===== src/rtl/cache_writeback_buffer.sv =====
// Coalescing write-back FIFO behind the LRU cache: captures dirty evictions, drains them to
// memory over valid/ready, and lets the cache refill a miss from a still-pending eviction.
module cache_writeback_buffer #(
  parameter int TAG_WIDTH   = 8,
  parameter int VALUE_WIDTH = 32,
  parameter int DEPTH       = 4
) (
  input  logic                       clk,
  input  logic                       rst,
  input  logic                       push,
  input  logic [TAG_WIDTH-1:0]       push_tag,
  input  logic [VALUE_WIDTH-1:0]     push_value,
  input  logic [TAG_WIDTH-1:0]       lookup_tag,
  output logic                       lookup_hit,
  output logic [VALUE_WIDTH-1:0]     lookup_value,
  output logic                       mem_req,
  input  logic                       mem_ready,
  output logic [TAG_WIDTH-1:0]       mem_tag,
  output logic [VALUE_WIDTH-1:0]     mem_value,
  output logic                       full,
  output logic                       empty,
  output logic [$clog2(DEPTH):0]     count,
  output logic                       overflow
);

  localparam int PTR_W = $clog2(DEPTH);
  localparam int CNT_W = PTR_W + 1;

  typedef enum logic {IDLE, REQ} state_e;

  state_e                 state_q, state_d;
  logic [DEPTH-1:0]       valid_q, valid_d;
  logic [TAG_WIDTH-1:0]   tag_q   [DEPTH];
  logic [TAG_WIDTH-1:0]   tag_d   [DEPTH];
  logic [VALUE_WIDTH-1:0] value_q [DEPTH];
  logic [VALUE_WIDTH-1:0] value_d [DEPTH];
  logic [PTR_W-1:0]       head_q, head_d, tail_q, tail_d;
  logic [CNT_W-1:0]       count_q, count_d;
  logic [TAG_WIDTH-1:0]   mem_tag_q, mem_tag_d;
  logic [VALUE_WIDTH-1:0] mem_value_q, mem_value_d;
  logic                   overflow_q, overflow_d;

  logic                   pop, coal_hit, do_coal, do_app, do_drop;
  logic [PTR_W-1:0]       coal_idx;

  // DEPTH is a power of two, so pointer arithmetic wraps naturally.
  function automatic logic [PTR_W-1:0] age_idx(input logic [PTR_W-1:0] base, input int unsigned off);
    return base + PTR_W'(off);
  endfunction

  assign full     = (count_q == CNT_W'(DEPTH));
  assign empty    = (count_q == '0);
  assign count    = count_q;
  assign mem_req  = (state_q == REQ);
  assign mem_tag  = mem_tag_q;
  assign mem_value = mem_value_q;
  assign overflow = overflow_q;

  always_comb begin
    // NOTE: every variable gets a default before any branch, so no path can infer a latch.
    pop      = (state_q == REQ) && mem_ready;
    coal_hit = 1'b0;
    coal_idx = '0;
    for (int i = 0; i < DEPTH; i++) begin
      // The presented head is frozen; a same-tag push must append behind it.
      if (valid_q[i] && tag_q[i] == push_tag &&
          !(state_q == REQ && PTR_W'(i) == head_q)) begin
        coal_hit = 1'b1;
        coal_idx = PTR_W'(i);
      end
    end
    do_coal = push && coal_hit;
    do_app  = push && !coal_hit && (!full || pop);
    do_drop = push && !coal_hit && full && !pop;

    valid_d = valid_q;
    tag_d   = tag_q;
    value_d = value_q;
    head_d  = head_q;
    tail_d  = tail_q;
    if (pop) begin
      valid_d[head_q] = 1'b0;
      head_d          = head_q + PTR_W'(1);
    end
    if (do_coal) value_d[coal_idx] = push_value;
    // Applied after the pop so a full-buffer append into the freed slot stays valid.
    if (do_app) begin
      valid_d[tail_q] = 1'b1;
      tag_d[tail_q]   = push_tag;
      value_d[tail_q] = push_value;
      tail_d          = tail_q + PTR_W'(1);
    end
    count_d    = count_q + CNT_W'(do_app) - CNT_W'(pop);
    overflow_d = overflow_q | do_drop;

    // The head is loaded from the next-state arrays so a same-cycle push is forwarded.
    state_d     = state_q;
    mem_tag_d   = mem_tag_q;
    mem_value_d = mem_value_q;
    case (state_q)
      IDLE: begin
        if (count_q != '0) begin
          state_d     = REQ;
          mem_tag_d   = tag_d[head_q];
          mem_value_d = value_d[head_q];
        end
      end
      REQ: begin
        if (pop) begin
          if (count_d != '0) begin
            mem_tag_d   = tag_d[head_d];
            mem_value_d = value_d[head_d];
          end else begin
            state_d = IDLE;
          end
        end
      end
      default: state_d = IDLE;
    endcase
  end

  // Youngest match wins: later ages overwrite earlier ones.
  always_comb begin
    lookup_hit   = 1'b0;
    lookup_value = '0;
    for (int k = 0; k < DEPTH; k++) begin
      if (valid_q[age_idx(head_q, k)] && tag_q[age_idx(head_q, k)] == lookup_tag) begin
        lookup_hit   = 1'b1;
        lookup_value = value_q[age_idx(head_q, k)];
      end
    end
  end

  always_ff @(posedge clk or negedge rst) begin
    // NOTE: sequential state uses non-blocking assignments so all flops update together.
    if (!rst) begin
      state_q     <= IDLE;
      valid_q     <= '0;
      head_q      <= '0;
      tail_q      <= '0;
      count_q     <= '0;
      mem_tag_q   <= '0;
      mem_value_q <= '0;
      overflow_q  <= 1'b0;
    end else begin
      state_q     <= state_d;
      valid_q     <= valid_d;
      head_q      <= head_d;
      tail_q      <= tail_d;
      count_q     <= count_d;
      mem_tag_q   <= mem_tag_d;
      mem_value_q <= mem_value_d;
      overflow_q  <= overflow_d;
    end
  end

  // NOTE: the payload arrays are not reset; every read is qualified by a valid bit.
  always_ff @(posedge clk) begin
    tag_q   <= tag_d;
    value_q <= value_d;
  end

endmodule


===== config.mk =====
export PLATFORM = sky130hd
export DESIGN_NAME = cache_writeback_buffer
export DESIGN_NICKNAME = d
export VERILOG_FILES = /design/src/rtl/cache_writeback_buffer.sv
export SDC_FILE = /design/constraint.sdc
export NUM_CORES = 1
export LEC_CHECK = 0
export BUFFER_PORTS_ARGS = -buffer_cell sky130_fd_sc_hd__buf_2
export CAP_MARGIN = 0
export CORE_ASPECT_RATIO = 1.75
export CORE_MARGIN = 5
export CORE_UTILIZATION = 62
export DETAILED_ROUTE_END_ITERATION = 6
export PLACE_DENSITY = 0.82
export SYNTH_ARGS = -nofsm -noshare
export SYNTH_HDL_FRONTEND = slang
export SYNTH_SLANG_ARGS = --single-unit

===== constraint.sdc =====
create_clock -name clk -period 8.6 [get_ports clk]
set_input_delay 2.58 -clock clk [delete_from_list [all_inputs] [get_ports clk]]
set_output_delay 2.58 -clock clk [all_outputs]
set_load 0.01 [all_outputs]

# == Word level (Yosys, flattened, before mapping) ==
# Index checks and enable logic that the tools add are counted.
# classes
bitwise_logic,12
n_div,0
eq_ne,15
n_reduce_logical,39
muxes,90
order_cmp,16
n_shift,0
n_mul,0
add_sub_neg,6
# ops
cell,n
32-bit two-way mux,22
32-bit binary-select mux with 2-bit select,6
128-bit bitwise mux,2
128-bit two-way mux,2
32-bit demux with 2-bit select,2
8-bit two-way mux,16
8-bit binary-select mux with 2-bit select,6
8-bit equality test,8
32-bit case mux with 2 select lines,1
32-bit bitwise mux,1
1-bit logical AND,26
"3-bit greater-or-equal comparator, second input constant",7
2-bit inverter with 3-bit output,7
1-bit two-way mux,18
8-bit demux with 2-bit select,1
8-bit case mux with 2 select lines,1
"2-bit by 3-bit < comparator with 1-bit output, second input constant",5
1-bit binary-select mux with 2-bit select,4
4-bit two-way mux,2
1-bit logical NOT,7
"3-bit by 1-bit < comparator with 1-bit output, second input constant",2
2-bit two-way mux,3
3-bit nonzero test,2
"2-bit by 1-bit adder with 2-bit output, second input constant",2
other kinds (20),25
# totals
rom_bits,0
in_bits,52
memories,0
regBits,213
output_inout_bits,80
ramBits,0
latchBits,0

# == Logic depth before layout (Yosys ltp) ==
# logic_depth
depth_word,22
depth_mapped,28
ltp_nobuf,20

# == Least setup slack after synthesis ==
# No wires, ideal clock.
# synth_timing
kind,flip-flop to output port
startpoint,register head_q[0]
endpoint,output port lookup_value[28]
slack_ns,0.961
path_buffers,11
arrival_time_ns,5.059
path_stages_with_launch,18
cell_sequence,dfrtp_1 buf_2 buf_2 buf_2 buf_2 buf_2 inv_1 ha_1 buf_2 buf_2 buf_2 buf_1 mux4_2 nand3_1 clkbuf_1 clkbuf_1 nor2_1 a31oi_1
# synth_via
elab_chain_cells,10
elab_cells_between_ends,51
# synth_rtl
element,line_no,rtl
from (decl),37,"logic [PTR_W-1:0] head_q, head_d, tail_q, tail_d;"
from (signal assigned),139,head_q <= '0;
from (signal assigned),148,head_q <= head_d;
2-bit by 1-bit adder with 2-bit output or 2-bit inverter with 3-bit output (tied branches),"48, 127, 129",
2-bit inverter with 3-bit output (implied by the code) or 8-bit binary-select mux with 2-bit select (tied branches),"127, 129",
8-bit binary-select mux with 2-bit select or 8-bit two-way mux (tied branches),127,"if (valid_q[age_idx(head_q, k)] && tag_q[age_idx(head_q, k)] == lookup_tag) begin"
8-bit two-way mux (implied by the code),127,
8-bit two-way mux (implied by the code) or 8-bit equality test (tied branches),127,
8-bit equality test or 1-bit logical AND (tied branches),127,
1-bit logical AND or 32-bit two-way mux (tied branches),127,
32-bit two-way mux (2 in a row),127,
32-bit two-way mux *,127,
to (decl),15,"output logic [VALUE_WIDTH-1:0] lookup_value,"
# Mark *: on every way between the ends. The rest lies on a longest branch, timed or not. The select of a mux whose other input is x is not followed.

# == Final worst setup path ==
# layout_timing
startpoint,register head_q[0]
endpoint,output port lookup_value[13]
# Same word-level chain as after synthesis.

==> impl_metrics.env <==
export IMPL_status="complete, but fails checks"
export IMPL_violations="DRC"
export IMPL_yosysSeqAreaShare=0.286
export IMPL_post_cts_buffers=0
export IMPL_switching_power_mw=4.02
export IMPL_r2r_start="head_q[0]"
export IMPL_path_max_fanout=40
export IMPL_cts_root_buffer="clkbuf_16"
export IMPL_hold_violations=0
export IMPL_reg2reg_slack_ps=2380
export IMPL_peakVddDrop_v=0.000315
export IMPL_intPower_mw=4.95
export IMPL_nets=1557
export IMPL_synth_area_per_cell_um2=11.0
export IMPL_start_kind="register"
export IMPL_place_gp_congestion=1.05
export IMPL_worst_pin_slew_ps=1390
export IMPL_p_leak_nw=6.57
export IMPL_grt_pass1_wl_um=77700
export IMPL_pwr_share_comb=0.637
export IMPL_final_layout_size_suffix_gt1_frac=0.349
export IMPL_clkSinkCount=213
export IMPL_synth_edff_count=0
export IMPL_yosysWarnings=0
export IMPL_nFillCells=1870
export IMPL_async_flop_share=0.249
export IMPL_drc=10
export IMPL_ant_nets=0
export IMPL_drtIter0Drc=1619
export IMPL_grt_pass1_vias=14200
export IMPL_h_tree_depth=1
export IMPL_met1_usage=0.392
export IMPL_drt_pass1_iterations=7
export IMPL_fin_area_um2=17200
export IMPL_seq_area_um2=4540
export IMPL_hpwl_um=32500
export IMPL_vias=14000
export IMPL_clk_pin_slew_worst_paths_ps=60
export IMPL_antenna_found_initial=2
export IMPL_post_drt_wl_per_cell_um=27.5
export IMPL_routed_wl_um=50100
export IMPL_finalMaxSlewViolations=0
export IMPL_p_seq_frac=0.263
export IMPL_setup_viol=0
export IMPL_core_um2=25200
export IMPL_dp_cells=1787
export IMPL_min_period_ps=7800
export IMPL_synthesis_area_um2=15800
export IMPL_max_slew_margin=0.0661
export IMPL_hold_path_class="register to register"
export IMPL_postSynthCellCount=1445
export IMPL_dpl_cell_area_um2=16600
export IMPL_die_h_um=221
export IMPL_fmax_mhz=128
export IMPL_multi_input_area_um2=10600
export IMPL_worstHoldStart="mem_tag[7]"
export IMPL_power_density_nw_per_um2=520
export IMPL_fin_hold_ws_ps=527
export IMPL_hold_buffers=0
export IMPL_die_w_um=131
export IMPL_cts_buffer_depth=3
export IMPL_cp_required_ps=6020
export IMPL_grt_overflow_total=0
export IMPL_grt_use_total=0.339
export IMPL_start_util=0.627
export IMPL_final_setup_skew_ps=11.7
export IMPL_stdcell_count=1826
export IMPL_die_area_um2=28900
export IMPL_tns_ps=0
export IMPL_area_delta_synth_final_pct=8.88
export IMPL_row_count=77
export IMPL_swShare=0.448
export IMPL_use_met3=0.0603
export IMPL_use_met2=0.571
export IMPL_worst_slack_ps=803
export IMPL_grt_max_degree=139
export IMPL_cp_arrival_ps=5220
export IMPL_endpoint_kind="output port"
export IMPL_place_ws_ps=870
export IMPL_io_pin_count=132
export IMPL_via_per_inst=7.65
export IMPL_cp_startpoint="head_q[0]"
export IMPL_cts_buffers=21
export IMPL_cts_resized=0
export IMPL_rsz0062_at_grt="false"
export IMPL_ys_seq_elements=213
export IMPL_ys_types=64
export IMPL_port_buffers=131
export IMPL_clock_latency_ps=510
export IMPL_synth_nets=1508
export IMPL_crit_type="register to output port"
export IMPL_grt_busiest_layer="met2"
export IMPL_cts_tree="done"
export IMPL_clkPwrFrac=0.100
export IMPL_fin_crit_sh=0.907
export IMPL_drv_cap=0
export IMPL_yosys_most_used_dff="dfxtp_1"
[cells in the final DEF (no fill, tap or decap), types with 4 or more instances in the layout]
cell / count
a211oi_1: 10
mux4_2: 164
nand2b_1: 26
a32oi_1: 5
or3_1: 28
mux2_4: 21
nand4_1: 4
xor2_1: 32
nor4_1: 6
clkbuf_1: 7
nor3_1: 28
dfxtp_1: 160
a222oi_1: 32
buf_4: 29
o21ai_0: 41
o221ai_1: 36
xnor2_1: 34
o2111ai_1: 4
mux2i_1: 67
or4_1: 4
a221oi_1: 24
clkbuf_8: 5
inv_1: 22
a31oi_1: 19
a21oi_1: 60
o211a_1: 10
buf_2: 131
ha_1: 9
o32ai_1: 24
dfrtp_1: 51
and3_1: 12
nand2_1: 115
nand3_1: 12
nor2_1: 63
mux2_2: 133
clkbuf_16: 21
[final cells by class]
class,count,share of cell area
antenna,2,0.000290
multi-input combinational,1072,0.618
inverter,24,0.00523
clock buffer,33,0.0360
sequential,213,0.263
tap,316,0.0229
timing repair buffer,162,0.0530
clock inverter,4,0.00138
[path summary, 6_finish.rpt]
path | cells after the start | endpoint
max in group asynchronous | 2 | head_q[1]
setup reg to reg | 20 | mem_value[28]
setup / recovery | 11 | lookup_value[13]
hold / removal | 2 | mem_tag[7]
hold reg to reg | 2 | mem_tag[7]
min in group asynchronous | 2 | mem_value[22]
[cell families (layout without fill, tap and decap cells)]
logic type / Yosys count / in the layout / synth area share
AND/OR/NAND/NOR: 314 / 314 / 0.0937
buffers and inverters: 160 / 223 / 0.0456
XOR/XNOR: 67 / 67 / 0.0371
multiplexers: 385 / 385 / 0.390
adder cells (fa/ha/maj): 11 / 11 / 0.00917
other: 0 / 2 / 0
AO/OA/AOI/OAI: 295 / 295 / 0.138
flip-flops: 213 / 213 / 0.286
[power groups by stage]
| stage | Sequential, mW | Clock (mW) | Combinational, mW |
|---|---|---|---|
| 4_1_cts | 2.32 | 0.893 | 5.64 |
| 2_1_floorplan | 2.05 | 0 | 4.41 |
| 3_3_place_gp | 2.27 | 0 | 5.44 |
| 6_report | 2.36 | 0.898 | 5.71 |
| 5_1_grt | 2.43 | 0.937 | 6.08 |
| 3_5_place_dp | 2.33 | 0 | 5.59 |
[synthesized netlist by cell type (10+ instances only)]
master / number / area, µm²
mux2_4: 21 / 315
or3_1: 28 / 175
a31oi_1: 19 / 119
a21oi_1: 61 / 305
inv_1: 22 / 82.6
nand3_1: 13 / 65.1
nand2_1: 115 / 432
buf_2: 45 / 225
o21ai_0: 41 / 205
mux4_2: 164 / 3690
a211oi_1: 10 / 75.1
mux2i_1: 67 / 671
xnor2_1: 35 / 307
nor2_1: 66 / 248
a222oi_1: 32 / 320
and3_1: 13 / 81.3
dfrtp_1: 53 / 1330
o221ai_1: 36 / 315
ha_1: 10 / 125
clkbuf_1: 73 / 274
nand2b_1: 26 / 163
a221oi_1: 24 / 210
mux2_2: 133 / 1500
nor3_1: 29 / 145
o32ai_1: 24 / 210
o211a_1: 10 / 100
xor2_1: 32 / 280
dfxtp_1: 160 / 3200
[sequential cells by signal (all words and copies together), names as in the netlist]
signal / cells
tail_q: 2
mem_req: 1
value_q: 128
tag_q: 32
head_q: 2
mem_value: 32
count: 3
valid_q: 4
overflow: 1
mem_tag: 8
[layer usage]
layer	wire [µm]	part of all wire	vias to the layer above
met3	4530	0.090	258
li1	-	-	5849
met4	3500	0.070	0
met1	16500	0.33	6827
met5	0	0	-
met2	25700	0.51	1031
[critical path, cell delays in order (launching register included)]
cell and delay (ps):
dfrtp_4 850, inv_1 370, ha_4 570, mux4_2 560, xnor2_1 250, nand4_1 150, nor3_2 290, buf_4 630
mux2i_1 140, or3_1 330, a31oi_1 310, buf_2 200
[through the flow]
| step | total power [mW] | utilization |
|---|---|---|
| floorplan | 6.46 | - |
| global placement | 7.71 | 0.657 |
| detailed placement | 7.92 | 0.657 |
| CTS | 8.85 | 0.682 |
| global route | 9.44 | 0.683 |
| finish | 8.97 | 0.683 |
Note: power is estimated with default switching activity, not from simulation.
